<file path="config.mk">
export PLATFORM = sky130hd
export DESIGN_NAME = rp_pio_cpl_tracker
export DESIGN_NICKNAME = d
export VERILOG_FILES = /design/src/rtl/rp_pio_cpl_tracker.sv
export SDC_FILE = /design/constraint.sdc
export NUM_CORES = 1
export LEC_CHECK = 0
export ABC_AREA = 1
export ABC_CLOCK_PERIOD_IN_PS = 8100
export CELL_PAD_IN_SITES_DETAIL_PLACEMENT = 1
export CELL_PAD_IN_SITES_GLOBAL_PLACEMENT = 1
export CORE_MARGIN = 3
export CORE_UTILIZATION = 34
export DETAILED_ROUTE_END_ITERATION = 10
export PLACE_DENSITY_LB_ADDON = 0.12
export SETUP_SLACK_MARGIN = 0.5
export SKIP_CTS_REPAIR_TIMING = 1
export SLEW_MARGIN = 20
export SYNTH_ARGS = -nofsm -noshare
export SYNTH_HDL_FRONTEND = slang
export SYNTH_SLANG_ARGS = --single-unit
</file>
<file path="constraint.sdc">
create_clock -name clk -period 8.1 [get_ports clk]
set_clock_uncertainty 0.2 [all_clocks]
set_input_delay 1.215 -clock clk [delete_from_list [all_inputs] [get_ports clk]]
set_output_delay 1.215 -clock clk [all_outputs]
set_load 0.005 [all_outputs]
</file>
<file path="src/rtl/rp_pio_cpl_tracker.sv">
// Root Port PIO non-posted request tracker: tag allocation, completion decode and timeout.
// Optional macro RP_PIO_CPL_TIMEOUT_EN enables per-entry completion timers and CTO pulses.
module rp_pio_cpl_tracker #(
    parameter int NUM_TAGS   = 8,
    parameter int TAG_W      = 3,
    parameter int CTO_CYCLES = 50000,
    parameter int TMR_W      = 16
) (
    input  logic             clk,
    input  logic             rst_n,
    input  logic             req_valid,
    input  logic [1:0]       req_type,
    output logic             req_ready,
    output logic [TAG_W-1:0] req_tag,
    input  logic             cpl_valid,
    input  logic [TAG_W-1:0] cpl_tag,
    input  logic [2:0]       cpl_status,
    input  logic             flush,
    output logic [31:0]      status_set,
    output logic             cpl_unexpected,
    output logic [TAG_W:0]   outstanding
);

    localparam int         SLOTS     = 1 << TAG_W;
    localparam logic [1:0] TYPE_RSVD = 2'd3;

    typedef enum logic [2:0] {
        CPL_SC  = 3'b000,
        CPL_UR  = 3'b001,
        CPL_CRS = 3'b010,
        CPL_CA  = 3'b100
    } cpl_status_e;

    logic [NUM_TAGS-1:0] valid_q, valid_d;
    logic [1:0]          type_q [NUM_TAGS];
    logic [1:0]          type_d [NUM_TAGS];
    logic [31:0]         status_q, status_d;
    logic                unexp_q, unexp_d;

`ifdef RP_PIO_CPL_TIMEOUT_EN
    logic [TMR_W-1:0]    tmr_q [NUM_TAGS];
    logic [TMR_W-1:0]    tmr_d [NUM_TAGS];
`else
    logic [TMR_W-1:0]    unused_cto;
    assign unused_cto = TMR_W'(CTO_CYCLES);
`endif

    logic [SLOTS-1:0]    valid_slots;
    logic                cpl_hit;
    logic                cpl_is_ca;
    logic                cpl_is_ur;
    logic                req_fire;
    logic [4:0]          base;

    // Lowest-index free entry; depends only on registered valid bits.
    always_comb begin
        req_ready = 1'b0;
        req_tag   = '0;
        for (int i = NUM_TAGS - 1; i >= 0; i--) begin
            if (!valid_q[i]) begin
                req_ready = 1'b1;
                req_tag   = TAG_W'(i);
            end
        end
    end

    // Padding to the full tag space makes out-of-range tags read as unallocated.
    assign valid_slots = SLOTS'(valid_q);
    assign cpl_hit     = cpl_valid && valid_slots[cpl_tag];
    assign cpl_is_ca   = (cpl_status == CPL_CA);
    assign cpl_is_ur   = !(cpl_status inside {CPL_SC, CPL_CRS, CPL_CA});
    assign req_fire    = req_valid && req_ready && (req_type != TYPE_RSVD);

    // NOTE: every combinational output gets a default first, so no path can infer a latch.
    always_comb begin
        valid_d  = valid_q;
        type_d   = type_q;
        status_d = '0;
        unexp_d  = 1'b0;
        base     = '0;
`ifdef RP_PIO_CPL_TIMEOUT_EN
        tmr_d    = tmr_q;
`endif
        if (flush) begin
            valid_d = '0;
`ifdef RP_PIO_CPL_TIMEOUT_EN
            for (int i = 0; i < NUM_TAGS; i++) tmr_d[i] = '0;
`endif
        end else begin
            unexp_d = cpl_valid && !cpl_hit;
            for (int i = 0; i < NUM_TAGS; i++) begin
                // Each type owns an 8-bit lane of the status register: {CTO, CA, UR}.
                base = {type_q[i], 3'b000};
                if (cpl_hit && cpl_tag == TAG_W'(i)) begin
                    valid_d[i] = 1'b0;
                    if (cpl_is_ca)      status_d[base + 5'd1] = 1'b1;
                    else if (cpl_is_ur) status_d[base]        = 1'b1;
                end
`ifdef RP_PIO_CPL_TIMEOUT_EN
                // Expire on the edge where the timer would reach CTO_CYCLES-1.
                else if (valid_q[i]) begin
                    if (tmr_q[i] == TMR_W'(CTO_CYCLES - 2)) begin
                        valid_d[i]            = 1'b0;
                        status_d[base + 5'd2] = 1'b1;
                    end else begin
                        tmr_d[i] = tmr_q[i] + TMR_W'(1);
                    end
                end
`endif
                if (req_fire && req_tag == TAG_W'(i)) begin
                    valid_d[i] = 1'b1;
                    type_d[i]  = req_type;
`ifdef RP_PIO_CPL_TIMEOUT_EN
                    tmr_d[i]   = '0;
`endif
                end
            end
        end
    end

    // NOTE: sequential state uses non-blocking assignments only; blocking is kept for always_comb.
    always_ff @(posedge clk or negedge rst_n) begin
        if (!rst_n) begin
            valid_q  <= '0;
            status_q <= '0;
            unexp_q  <= 1'b0;
`ifdef RP_PIO_CPL_TIMEOUT_EN
            for (int i = 0; i < NUM_TAGS; i++) tmr_q[i] <= '0;
`endif
        end else begin
            valid_q  <= valid_d;
            status_q <= status_d;
            unexp_q  <= unexp_d;
`ifdef RP_PIO_CPL_TIMEOUT_EN
            tmr_q    <= tmr_d;
`endif
        end
    end

    // NOTE: the type array is not reset; it is only ever read when its valid bit is set.
    always_ff @(posedge clk) begin
        type_q <= type_d;
    end

    assign status_set     = status_q;
    assign cpl_unexpected = unexp_q;
    assign outstanding    = (TAG_W + 1)'($countones(valid_q));

endmodule

</file>
==> impl_metrics.py <==
metrics = {
    "critical_path": {
        "end_kind": "primary output",
        "worst-setup-path-type": "flop to primary output",
        "critPathLaunch": "valid_q[0]",
        "required_ps": 6680,
        "crit_path_max_incr_delay_ps": 560,
        "critPathArrivalTime_ps": 3570,
        "regToRegStartpoint": "valid_q[3]",
        "critPathCapture": "outstanding[2]",
        "crit_top_cell": "fa_1",
        "critPathMaxFanout": 5,
        "cp_num_cells": 10,
        "crit_family": "adder cells",
        "crit_chain": "fa_1 -> inv_1 -> fa_1 -> fa_1 -> inv_1 -> ha_1 -> inv_1 -> fa_1 -> xnor2_1 -> clkdlybuf4s50_1",
        "reg2reg_slack_ps": 6020,
        "rr_worst_depth": 12,
        "timing.rr.end": "status_set[9]",
        "worstPathBufferInverterCount": 4,
        "cp_slowest_cell": "fa_1",
        "worstSetupStartpointType": "flop",
    },
    "detailed_routing": {
        "postRouteAntennaNets": 0,
        "drc": 0,
        "first_iter_violations": 89,
        "wl_mm": 5.799,
        "avgViaCountPerCell": 4.840,
        "vias": 1844,
        "wl_per_cell_um": 15.22,
        "firstDrtPassIters": 4,
    },
    "clock_network": {
        "cts_buffer_depth": 2,
        "cts_buffers": 5,
        "cts.reportedPaths.clkPinSlew_ps": 70,
        "clock-sinks": 33,
        "cts_tree": "yes",
        "insertion_delay_ps": 290,
        "cts-root-buf": "clkbuf_8",
        "htree_levels": 2,
    },
    "final_layout": {
        "multi_input_area_um2": 993.5,
        "fill_cells": 774,
        "diodes": 0,
        "syn_to_final_growth_pct": 17.84,
        "nets": 325,
        "drive_gt1_frac": 0.07516,
        "regArea_um2": 905.9,
    },
    "global_route": {
        "grt_usage": 0.1679,
        "grt.overflow.total": 0,
        "grt_pass1_vias": 1847,
        "grt_first_pass_wirelength_mm": 9.556,
        "grt_antenna_before_repair": 0,
        "grt_start_max_net_pins": 18,
    },
    "power_and_ir_drop": {
        "worst_ir_drop_vdd_mv": 0.06890,
        "switchingPower_uw": 93.15,
        "p_total_uw": 409.3,
        "p_int_uw": 316.2,
        "switching_share": 0.2276,
        "pwr-share-comb": 0.101,
        "pwr-share-clk": 0.458,
        "p_per_area_nw_per_um2": 157.7,
        "p_leak_nw": 1.199,
        "seqPwrFrac": 0.441,
    },
    "floorplan": {
        "row_count": 28,
        "fp.dieArea_um2": 7479,
        "die_y_um": 86.48,
        "start_util": 0.3612,
        "core-area_um2": 6096,
        "floorplan.die.width_um": 86.48,
        "ios": 54,
    },
    "worst_hold_path": {
        "hp-class": "flop to flop",
    },
    "yosys": {
        "yosysSeqAreaShare": 0.4114,
        "synth_edf_count": 16,
        "synth_warnings": 0,
        "postSynth.asyncResetShare": 0.5152,
        "syn-cell-area_um2": 2202,
        "synth.avg_cell_area_um2": 8.037,
        "yosysUniqueCellTypes": 29,
        "ys_ff_latch": 33,
        "synth_flop_cell": "dfrtp_1",
        "postSynthCellCount": 274,
    },
    "sta": {
        "drv_slew": 0,
        "hold_ws_ps": 437.3,
        "slew_headroom": 0.4268,
        "hold_viol": 0,
        "finalSetupTns_ps": 0,
        "rsz0062_at_grt": "no",
        "fin_crit_ps": 4983,
        "worstMarginPinSlew_ps": 857.2,
        "setup_viol_count_final": 0,
        "period_share": 0.6152,
        "clock.fmax_mhz": 200.7,
    },
    "run": {
        "maxCapViolCount": 0,
    },
    "placed_design": {
        "gp_congestion": 0.8474,
        "hpwl_mm": 4.764,
        "numPortBuffers": 29,
    },
    "outcome": {
        "outcome": "completed",
    },
}
-- worst reg2reg max path: stages, from the launching register on --
cell     delay, ps
dfrtp_1        490
nand2_1         90
nand2_1         90
nand2_1         80
nand3_2         70
nand2_2         60
nor2_4         310
nand2_1        180
nor2_1         150
nor2_1          70
nand2_1         60
nor2_1          50
nor2_1         100
-- per-layer routing --
layer	wire [µm]	vias to the layer above	global-route usage
met5	0	-	0
met4	66	0	0.04533
met3	251	7	0.03612
met2	2716	46	0.2698
met1	2764	893	0.2296
li1	-	898	-
-- Yosys cell counts (all sizes together), types with 3 or more instances --
library cell | count | share of area
nand2 | 52 | 0.093
inv | 46 | 0.081
nor2 | 45 | 0.084
buf | 27 | 0.094
nand3 | 24 | 0.061
dfrtp | 17 | 0.19
nand4 | 17 | 0.048
edfxtp | 16 | 0.22
a31o | 5 | 0.020
a21oi | 4 | 0.0091
fa | 4 | 0.036
o32ai | 4 | 0.016
ha | 3 | 0.017
nor3 | 3 | 0.0068
-- sequential cells by signal, indices dropped and copies added, names as in the netlist --
| signal | count |
|---|---|
| valid_q | 8 |
| status_set | 8 |
| type_q | 16 |
| cpl_unexpected | 1 |
-- how the worst min path moves through the flow --
stage | to | from | depth (start not counted) | slack (ps)
floorplan | valid_q[2] | valid_q[2] | 1 | 360
global placement | valid_q[0] | valid_q[0] | 1 | 400
detailed placement | valid_q[1] | valid_q[1] | 1 | 430
CTS | valid_q[1] | valid_q[1] | 1 | 440
global route | valid_q[0] | valid_q[0] | 1 | 470
finish | valid_q[0] | valid_q[0] | 1 | 440
-- through the flow --
stage | area [µm²] | setup slack, ps | util | cells
floorplan | 2288 | 4037 | - | 297
global placement | 2461 | 3486 | 0.4037 | 373
detailed placement | 2461 | 3380 | 0.4037 | 373
CTS | 2595 | 3063 | 0.4257 | 381
global route | 2595 | 2945 | 0.4257 | 381
finish | 2595 | 3117 | 0.4257 | 381
-- layout by cell type, fill, tap and decap left out, types with 2 or more instances in the layout --
master | synthesis | final
inv_1 | 43 | 43
nor2_1 | 43 | 43
nand4_1 | 17 | 17
bufinv_16 | 0 | 2
fa_1 | 4 | 4
nand3_1 | 21 | 21
conb_1 | 1 | 24
clkbuf_8 | 0 | 5
nand2_1 | 48 | 48
nor2_4 | 2 | 2
a21oi_1 | 4 | 4
edfxtp_1 | 16 | 16
dfrtp_1 | 17 | 17
clkdlybuf4s50_1 | 0 | 29
nand3_2 | 3 | 3
a31o_2 | 2 | 2
inv_2 | 2 | 2
ha_1 | 3 | 3
nor3_1 | 3 | 3
a31o_1 | 3 | 3
o32ai_1 | 4 | 4
nand2_2 | 4 | 4
-- cell families after synthesis --
| family | after synthesis | share of synthesized area |
|---|---|---|
| other cells | 1 | 0.001703 |
| xor+xnor | 1 | 0.003978 |
| buf+inv | 74 | 0.1767 |
| simple gates | 144 | 0.3057 |
| flops | 33 | 0.4114 |
| compound gates | 14 | 0.04716 |
| fa+ha+maj | 7 | 0.05341 |
-- area by class of cell --
type	instances	share of cell area
Clock inverter	3	0.02507
Timing Repair Buffer	29	0.1119
Inverter	46	0.06847
Clock buffer	5	0.02652
Tap cell	75	0.03616
Sequential cell	33	0.3491
Multi-Input combinational cell	190	0.3828
-- power by group through the flow --
stage	clock, mW	sequential [mW]	combinational, mW
2_1_floorplan	0	0.184	0.0306
3_3_place_gp	0	0.184	0.0407
3_5_place_dp	0	0.184	0.0419
4_1_cts	0.191	0.181	0.0421
5_1_grt	0.200	0.181	0.0468
6_report	0.187	0.181	0.0414
Note: power is estimated with default switching activity, not from simulation.
